$ cat config.mk
export PLATFORM = sky130hd
export DESIGN_NAME = loop_gain_scheduler_flat
export DESIGN_NICKNAME = d
export VERILOG_FILES = /design/src/rtl/loop_gain_scheduler_if.sv /design/src/rtl/loop_gain_scheduler.sv /design/src/flat_wrapper.sv
export SDC_FILE = /design/constraint.sdc
export NUM_CORES = 1
export LEC_CHECK = 0
export CAP_MARGIN = 20
export CORE_ASPECT_RATIO = 0.5
export CORE_MARGIN = 2
export CORE_UTILIZATION = 50
export CTS_BUF_LIST = sky130_fd_sc_hd__clkbuf_16
export DETAILED_ROUTE_END_ITERATION = 8
export PLACE_DENSITY = 0.73
export SYNTH_ARGS = -nofsm -noshare
export SYNTH_HDL_FRONTEND = slang
export SYNTH_SLANG_ARGS = --single-unit
$ cat constraint.sdc
create_clock -name clk -period 6.06 [get_ports clk]
set_clock_uncertainty 0.05 [all_clocks]
set_input_delay 0.909 -clock clk [delete_from_list [all_inputs] [get_ports clk]]
set_output_delay 0.909 -clock clk [all_outputs]
set_load 0.02 [all_outputs]
$ cat src/rtl/loop_gain_scheduler_if.sv
// Phase-detector input and gain-schedule output bundle for loop_gain_scheduler.
interface loop_gain_scheduler_if;
    logic               enable;
    logic signed [31:0] pd;
    logic               pd_valid;
    logic [4:0]         c1_shift;
    logic [4:0]         c2_shift;
    logic               clear_int;
    logic               lock;
    logic [1:0]         state;
    logic [31:0]        metric;
    logic               win_done;

    modport master (
        output enable, pd, pd_valid,
        input  c1_shift, c2_shift, clear_int, lock, state, metric, win_done
    );

    modport slave (
        input  enable, pd, pd_valid,
        output c1_shift, c2_shift, clear_int, lock, state, metric, win_done
    );
endinterface

$ cat src/rtl/loop_gain_scheduler.sv
// Carrier-loop gain scheduler: windowed mean |pd| lock detector driving
// acquisition/tracking loop-filter shifts.
module loop_gain_scheduler #(
    parameter int          WIN_LOG2   = 8,
    parameter logic [31:0] LOCK_THR   = 32'd4096,
    parameter logic [31:0] UNLOCK_THR = 32'd16384,
    parameter int          LOCK_CNT   = 4,
    parameter int          UNLOCK_CNT = 2,
    parameter int          ACQ_C1     = 2,
    parameter int          ACQ_C2     = 10,
    parameter int          TRK_C1     = 4,
    parameter int          TRK_C2     = 14
) (
    input logic                   clk,
    input logic                   rst,
    loop_gain_scheduler_if.slave  bus
);
    typedef enum logic [1:0] {IDLE = 2'b00, ACQ = 2'b01, TRACK = 2'b10} state_t;

    localparam int MAXC = (LOCK_CNT > UNLOCK_CNT) ? LOCK_CNT : UNLOCK_CNT;
    localparam int CW   = $clog2(MAXC + 1);
    localparam int AW   = 32 + WIN_LOG2;

    state_t                state_q, state_d;
    logic [CW-1:0]         good_q, good_d, bad_q, bad_d;
    logic [4:0]            c1_q, c2_q;
    logic                  clear_q, lock_q;
    logic [AW-1:0]         acc_q, acc_sum;
    logic [WIN_LOG2-1:0]   cnt_q;
    logic [31:0]           metric_q, pd_neg, pd_mag;
    logic                  win_done_q, running, last;

    // -2^31 has no positive counterpart; clamp it to the largest magnitude
    assign pd_neg  = 32'(-bus.pd);
    assign pd_mag  = bus.pd[31] ? ((bus.pd[30:0] == '0) ? 32'h7fff_ffff : pd_neg) : bus.pd;
    assign acc_sum = acc_q + AW'(pd_mag);
    assign running = (state_q != IDLE) && bus.enable;
    assign last    = running && bus.pd_valid && (cnt_q == '1);

    always_ff @(posedge clk) begin
        if (rst) begin
            acc_q      <= '0;
            cnt_q      <= '0;
            metric_q   <= '0;
            win_done_q <= 1'b0;
        end else begin
            win_done_q <= last;
            if (!running) begin
                acc_q <= '0;
                cnt_q <= '0;
            end else if (bus.pd_valid) begin
                cnt_q <= cnt_q + 1'b1;
                if (cnt_q == '1) begin
                    acc_q    <= '0;
                    metric_q <= 32'(acc_sum >> WIN_LOG2);
                end else begin
                    acc_q <= acc_sum;
                end
            end
        end
    end

    // Window verdicts act on the metric registered in the win_done cycle
    always_comb begin
        state_d = state_q;
        good_d  = good_q;
        bad_d   = bad_q;
        if (!bus.enable) begin
            state_d = IDLE;
            good_d  = '0;
            bad_d   = '0;
        end else begin
            case (state_q)
                IDLE: state_d = ACQ;
                ACQ: if (win_done_q) begin
                    if (metric_q < LOCK_THR) begin
                        if (good_q == CW'(LOCK_CNT - 1)) begin
                            state_d = TRACK;
                            good_d  = '0;
                            bad_d   = '0;
                        end else begin
                            good_d = good_q + 1'b1;
                        end
                    end else begin
                        good_d = '0;
                    end
                end
                TRACK: if (win_done_q) begin
                    if (metric_q > UNLOCK_THR) begin
                        if (bad_q == CW'(UNLOCK_CNT - 1)) begin
                            state_d = ACQ;
                            good_d  = '0;
                            bad_d   = '0;
                        end else begin
                            bad_d = bad_q + 1'b1;
                        end
                    end else begin
                        bad_d = '0;
                    end
                end
                default: state_d = IDLE;
            endcase
        end
    end

    // Mode outputs are registered from the next state so they switch with it
    always_ff @(posedge clk) begin
        if (rst) begin
            state_q <= IDLE;
            good_q  <= '0;
            bad_q   <= '0;
            c1_q    <= 5'(ACQ_C1);
            c2_q    <= 5'(ACQ_C2);
            clear_q <= 1'b1;
            lock_q  <= 1'b0;
        end else begin
            state_q <= state_d;
            good_q  <= good_d;
            bad_q   <= bad_d;
            c1_q    <= (state_d == TRACK) ? 5'(TRK_C1) : 5'(ACQ_C1);
            c2_q    <= (state_d == TRACK) ? 5'(TRK_C2) : 5'(ACQ_C2);
            clear_q <= (state_d == IDLE);
            lock_q  <= (state_d == TRACK);
        end
    end

    assign bus.state     = state_q;
    assign bus.c1_shift  = c1_q;
    assign bus.c2_shift  = c2_q;
    assign bus.clear_int = clear_q;
    assign bus.lock      = lock_q;
    assign bus.metric    = metric_q;
    assign bus.win_done  = win_done_q;
endmodule

$ cat src/flat_wrapper.sv
// flat-port wrapper written by rule: the top's interface ports become plain ports
module loop_gain_scheduler_flat 
#(
    parameter int          WIN_LOG2   = 8,
    parameter logic [31:0] LOCK_THR   = 32'd4096,
    parameter logic [31:0] UNLOCK_THR = 32'd16384,
    parameter int          LOCK_CNT   = 4,
    parameter int          UNLOCK_CNT = 2,
    parameter int          ACQ_C1     = 2,
    parameter int          ACQ_C2     = 10,
    parameter int          TRK_C1     = 4,
    parameter int          TRK_C2     = 14
)
  (clk, rst, bus_enable, bus_pd, bus_pd_valid, bus_c1_shift, bus_c2_shift, bus_clear_int, bus_lock, bus_state, bus_metric, bus_win_done);
  loop_gain_scheduler_if bus_i ();
  input logic clk;
  input logic rst;
  input wire logic [$bits(bus_i.enable)-1:0] bus_enable;
  input wire logic [$bits(bus_i.pd)-1:0] bus_pd;
  input wire logic [$bits(bus_i.pd_valid)-1:0] bus_pd_valid;
  output wire logic [$bits(bus_i.c1_shift)-1:0] bus_c1_shift;
  output wire logic [$bits(bus_i.c2_shift)-1:0] bus_c2_shift;
  output wire logic [$bits(bus_i.clear_int)-1:0] bus_clear_int;
  output wire logic [$bits(bus_i.lock)-1:0] bus_lock;
  output wire logic [$bits(bus_i.state)-1:0] bus_state;
  output wire logic [$bits(bus_i.metric)-1:0] bus_metric;
  output wire logic [$bits(bus_i.win_done)-1:0] bus_win_done;
  assign bus_i.enable = bus_enable;
  assign bus_i.pd = bus_pd;
  assign bus_i.pd_valid = bus_pd_valid;
  assign bus_c1_shift = bus_i.c1_shift;
  assign bus_c2_shift = bus_i.c2_shift;
  assign bus_clear_int = bus_i.clear_int;
  assign bus_lock = bus_i.lock;
  assign bus_state = bus_i.state;
  assign bus_metric = bus_i.metric;
  assign bus_win_done = bus_i.win_done;
  loop_gain_scheduler #(.WIN_LOG2(WIN_LOG2), .LOCK_THR(LOCK_THR), .UNLOCK_THR(UNLOCK_THR), .LOCK_CNT(LOCK_CNT), .UNLOCK_CNT(UNLOCK_CNT), .ACQ_C1(ACQ_C1), .ACQ_C2(ACQ_C2), .TRK_C1(TRK_C1), .TRK_C2(TRK_C2)) u_core (.clk(clk), .rst(rst), .bus(bus_i));
endmodule
==> metrics.md <==
| Metric | Value |
|---|---|
| Outcome | `finished with violations` |
| Failing checks | `design-rule violations` |
| Mapped Area | `6680 µm²` |
| Total power | `1.47 mW` |
| Core footprint | `12800 µm²` |
| Clock share of power | `0.421` |
| Die ar. | `14400 µm²` |
| Rows | `29` |
| Power density cells | `179 nW/µm²` |
| Final non-filler cell total | `1159` |
| Setup slack at placement | `-0.0721 ns` |
| Placed Instances | `1144` |
| Via density per instance | `6.10` |
| H-tree depth | `3` |
| Pin count of the biggest net entering global routing | `41` |
| Int Pwr | `1.07 mW` |
| Synth async-reset ratio | `0` |
| Via count | `7072` |
| Period utilisation layout | `0.933` |
| Critical path type | `in2reg` |
| Kind of end point of the critical path | `register` |
| GPL Wtd Cong | `0.953` |
| Largest area contributor in the netlist | `dfxtp_1` |
| Hold wc startpoint | `u_core.acc_q[28]` |
| Final hold violation count | `0` |
| I/O Pins | `83` |
| Worst EP arrival | `5.80 ns` |
| Final Max Slew Viols | `0` |
| Req. time, crit path | `6.21 ns` |
| Syn Inst Count | `890` |
| Crit start category | `input port` |
| Max IR drop VDD | `0.120 mV` |
| Clock Tree Buf Depth | `2` |
| Max_cap viols | `0` |
| Area grow syn2layout | `23.3%` |
| Seq cells post-synth | `92` |
| Fmax achieved | `177 MHz` |
| I/O Buffers | `75` |
| Total grt overflow | `0` |
| RSZ-0062 raised after global routing | `false` |
| LEAKAGE | `3.22 nW` |
| Fin nets | `1065` |
| Mapped Avg Cell Area | `7.51 µm²` |
| Die Wd | `168 µm` |
| Worst r2r src | `u_core.acc_q[0]` |
| Psw | `0.401 mW` |
| DRC | `8` |
| Initial antenna violation count | `0` |
| Syn. warnings | `0` |
| Number of global-route vias before repair | `6429` |
| Clock sinks | `92` |
| Setup tns final | `0 ns` |
| Post-synth top area share | `0.276` |
| CTS Buf Count | `9` |
| Critical Path Source | `bus_pd[0]` |
| Top area cells in the synthesized netlist | `dfxtp_1, ha_1, nand2_1, a21oi_1, o21ai_0` |
| WL final | `20200 µm` |
| Relative slew slack | `0.309` |
| Distinct cells, synth | `70` |
| Initial core utilization | `0.520` |
| Cell with the most instances after synthesis | `nand2_1` |
| N_diodes | `0` |
| Top FF cell, synth | `dfxtp_1` |
| Layout cells sized above 1 | `0.107` |
| CTS tree | `built` |
| Setup ws final | `0.407 ns` |
| Sw frac | `0.272` |
| Post-CTS Setup Inserts | `0` |
| Final worst path period need | `5.65 ns` |
| Final setup viols | `0` |
| Root buf cell | `clkbuf_16` |
| Die height | `85.8 µm` |
| Min-Delay Path Class | `reg2reg` |
| Comb power frac | `0.165` |
| Drt wl/cell | `17.4 µm` |
| Remaining antenna violation count | `0` |
| Overall routing resource usage | `0.279` |
| Clk slew on worst S/H paths | `0.07 ns` |
| Worst-skew pair later-pin latency | `0.35 ns` |
| Fill count | `1146` |
| Sequential Power Share | `0.415` |
| Drt initial violations | `622` |
| Sequential element share of the synthesized area | `0.276` |
| Synth top cells by count | `nand2_1, dfxtp_1, nor2_1, a21oi_1, o21ai_0` |
| CP Max Fanout | `13` |
| First-pass GRT wire length | `32500 µm` |
| Dpl hpwl | `15200 µm` |
| Pre-antenna DRT Iters | `9` |
| Worst Tran Pin Value | `1.04 ns` |
| Number of synthesized flops with an enable pin | `0` |
final timing paths:
check                          end  slack (ns)  cells past startpoint
min reg2reg       u_core.acc_q[28]        0.42                      2
max               u_core.acc_q[29]        0.41                     22
min               u_core.acc_q[28]        0.42                      2
max reg2reg  u_core.bus.metric[10]        3.03                     10
power by group through the flow:
stage / sequential, mW / clock (mW) / combinational (mW)
floorplan: 0.625 / 0 / 0.141
global placement: 0.625 / 0 / 0.233
detailed placement: 0.625 / 0 / 0.236
CTS: 0.611 / 0.626 / 0.238
global route: 0.611 / 0.651 / 0.263
finish: 0.611 / 0.620 / 0.243
through the flow:
step	instance area [µm²]	utilization	hold slack (ns)
floorplan	6700	-	0.382
global placement	7910	0.616	0.394
detailed placement	7910	0.616	0.404
CTS	8230	0.640	0.425
global route	8240	0.642	0.444
finish	8240	0.642	0.424
cells by family (layout without fill, tap and decap cells):
logic type               Yosys count  count (layout)  share of synthesized area
multiplexers                       5               5                    0.00749
other                              2               7                    0.00112
buffers and inverters             86             180                     0.0547
XOR/XNOR                          40              40                     0.0524
AO/OA/AOI/OAI                    284             284                      0.269
AND/OR/NAND/NOR                  337             337                      0.256
adder cells (fa/ha/maj)           44              44                     0.0835
flip-flops                        92              92                      0.276
registers in the layout, summed over array words and instances (netlist names):
name / cells
u_core.bus.metric: 32
u_core.bus.clear_int: 1
u_core.acc_q: 40
u_core.good_q: 3
u_core.bus.win_done: 1
u_core.bus.c2_shift: 1
u_core.bus.state: 2
u_core.bad_q: 3
u_core.cnt_q: 8
u_core.bus.c1_shift: 1
cells in the final DEF (no fill, tap or decap), drive strengths merged, types with 5 or more instances in the layout:
| cell type | count |
|---|---|
| nor2 | 73 |
| xnor2 | 25 |
| clkbuf | 9 |
| a21o | 19 |
| o21a | 12 |
| buf | 67 |
| inv | 24 |
| nor4b | 5 |
| dfxtp | 92 |
| o21ai | 75 |
| ha | 43 |
| or4 | 9 |
| nand4 | 23 |
| or3 | 13 |
| o41ai | 8 |
| xor2 | 15 |
| nand3 | 21 |
| a21oi | 71 |
| a31oi | 19 |
| nor3 | 17 |
| and3 | 6 |
| a211oi | 8 |
| nand2 | 112 |
| conb | 7 |
| nor2b | 5 |
| o22ai | 5 |
| o31ai | 9 |
| nor4 | 20 |
| a22oi | 22 |
| mux2i | 5 |
| nor3b | 6 |
| clkdlybuf4s50 | 75 |
| nand2b | 10 |
metal layers:
metal | up-vias | GRT usage | share of wire
li1 | 3451 | - | -
met1 | 3351 | 0.397 | 0.49
met2 | 241 | 0.442 | 0.43
met3 | 29 | 0.0517 | 0.065
met4 | 0 | 0.0601 | 0.012
met5 | - | 0 | 0
layout make-up:
cell class | count | area [µm²] | share of cell area
multi-input cells | 717 | 4530 | 0.549
flip-flops and latches | 92 | 1840 | 0.224
repair buffers | 142 | 1250 | 0.152
clock buffers | 9 | 225 | 0.0273
well taps | 170 | 213 | 0.0258
clock inverters | 6 | 95.1 | 0.0115
inverters | 23 | 86.3 | 0.0105
critical path, stage by stage:
cell and delay (ns):
clkdlybuf4s50_1 0.42, inv_1 0.08, ha_1 0.16, or3b_2 0.48, nor4_2 0.23, nand4_1 0.17, or3_1 0.37, nor4_2 0.23
buf_4 0.26, o21a_1 0.13, nor2_1 0.04, a31oi_1 0.20, ha_1 0.31, nand2_1 0.13, nor2_1 0.18, nand3_1 0.13
a211oi_1 0.37, buf_4 0.21, nor2_1 0.06, o41ai_1 0.41, xnor2_1 0.20, o21ai_0 0.12
repair_timing:
item,in CTS,in global routing
gates resized for setup,0,5
endpoints found under the setup margin,0,17
hold buffers,0,0
Power figures use the tool's default switching activity.
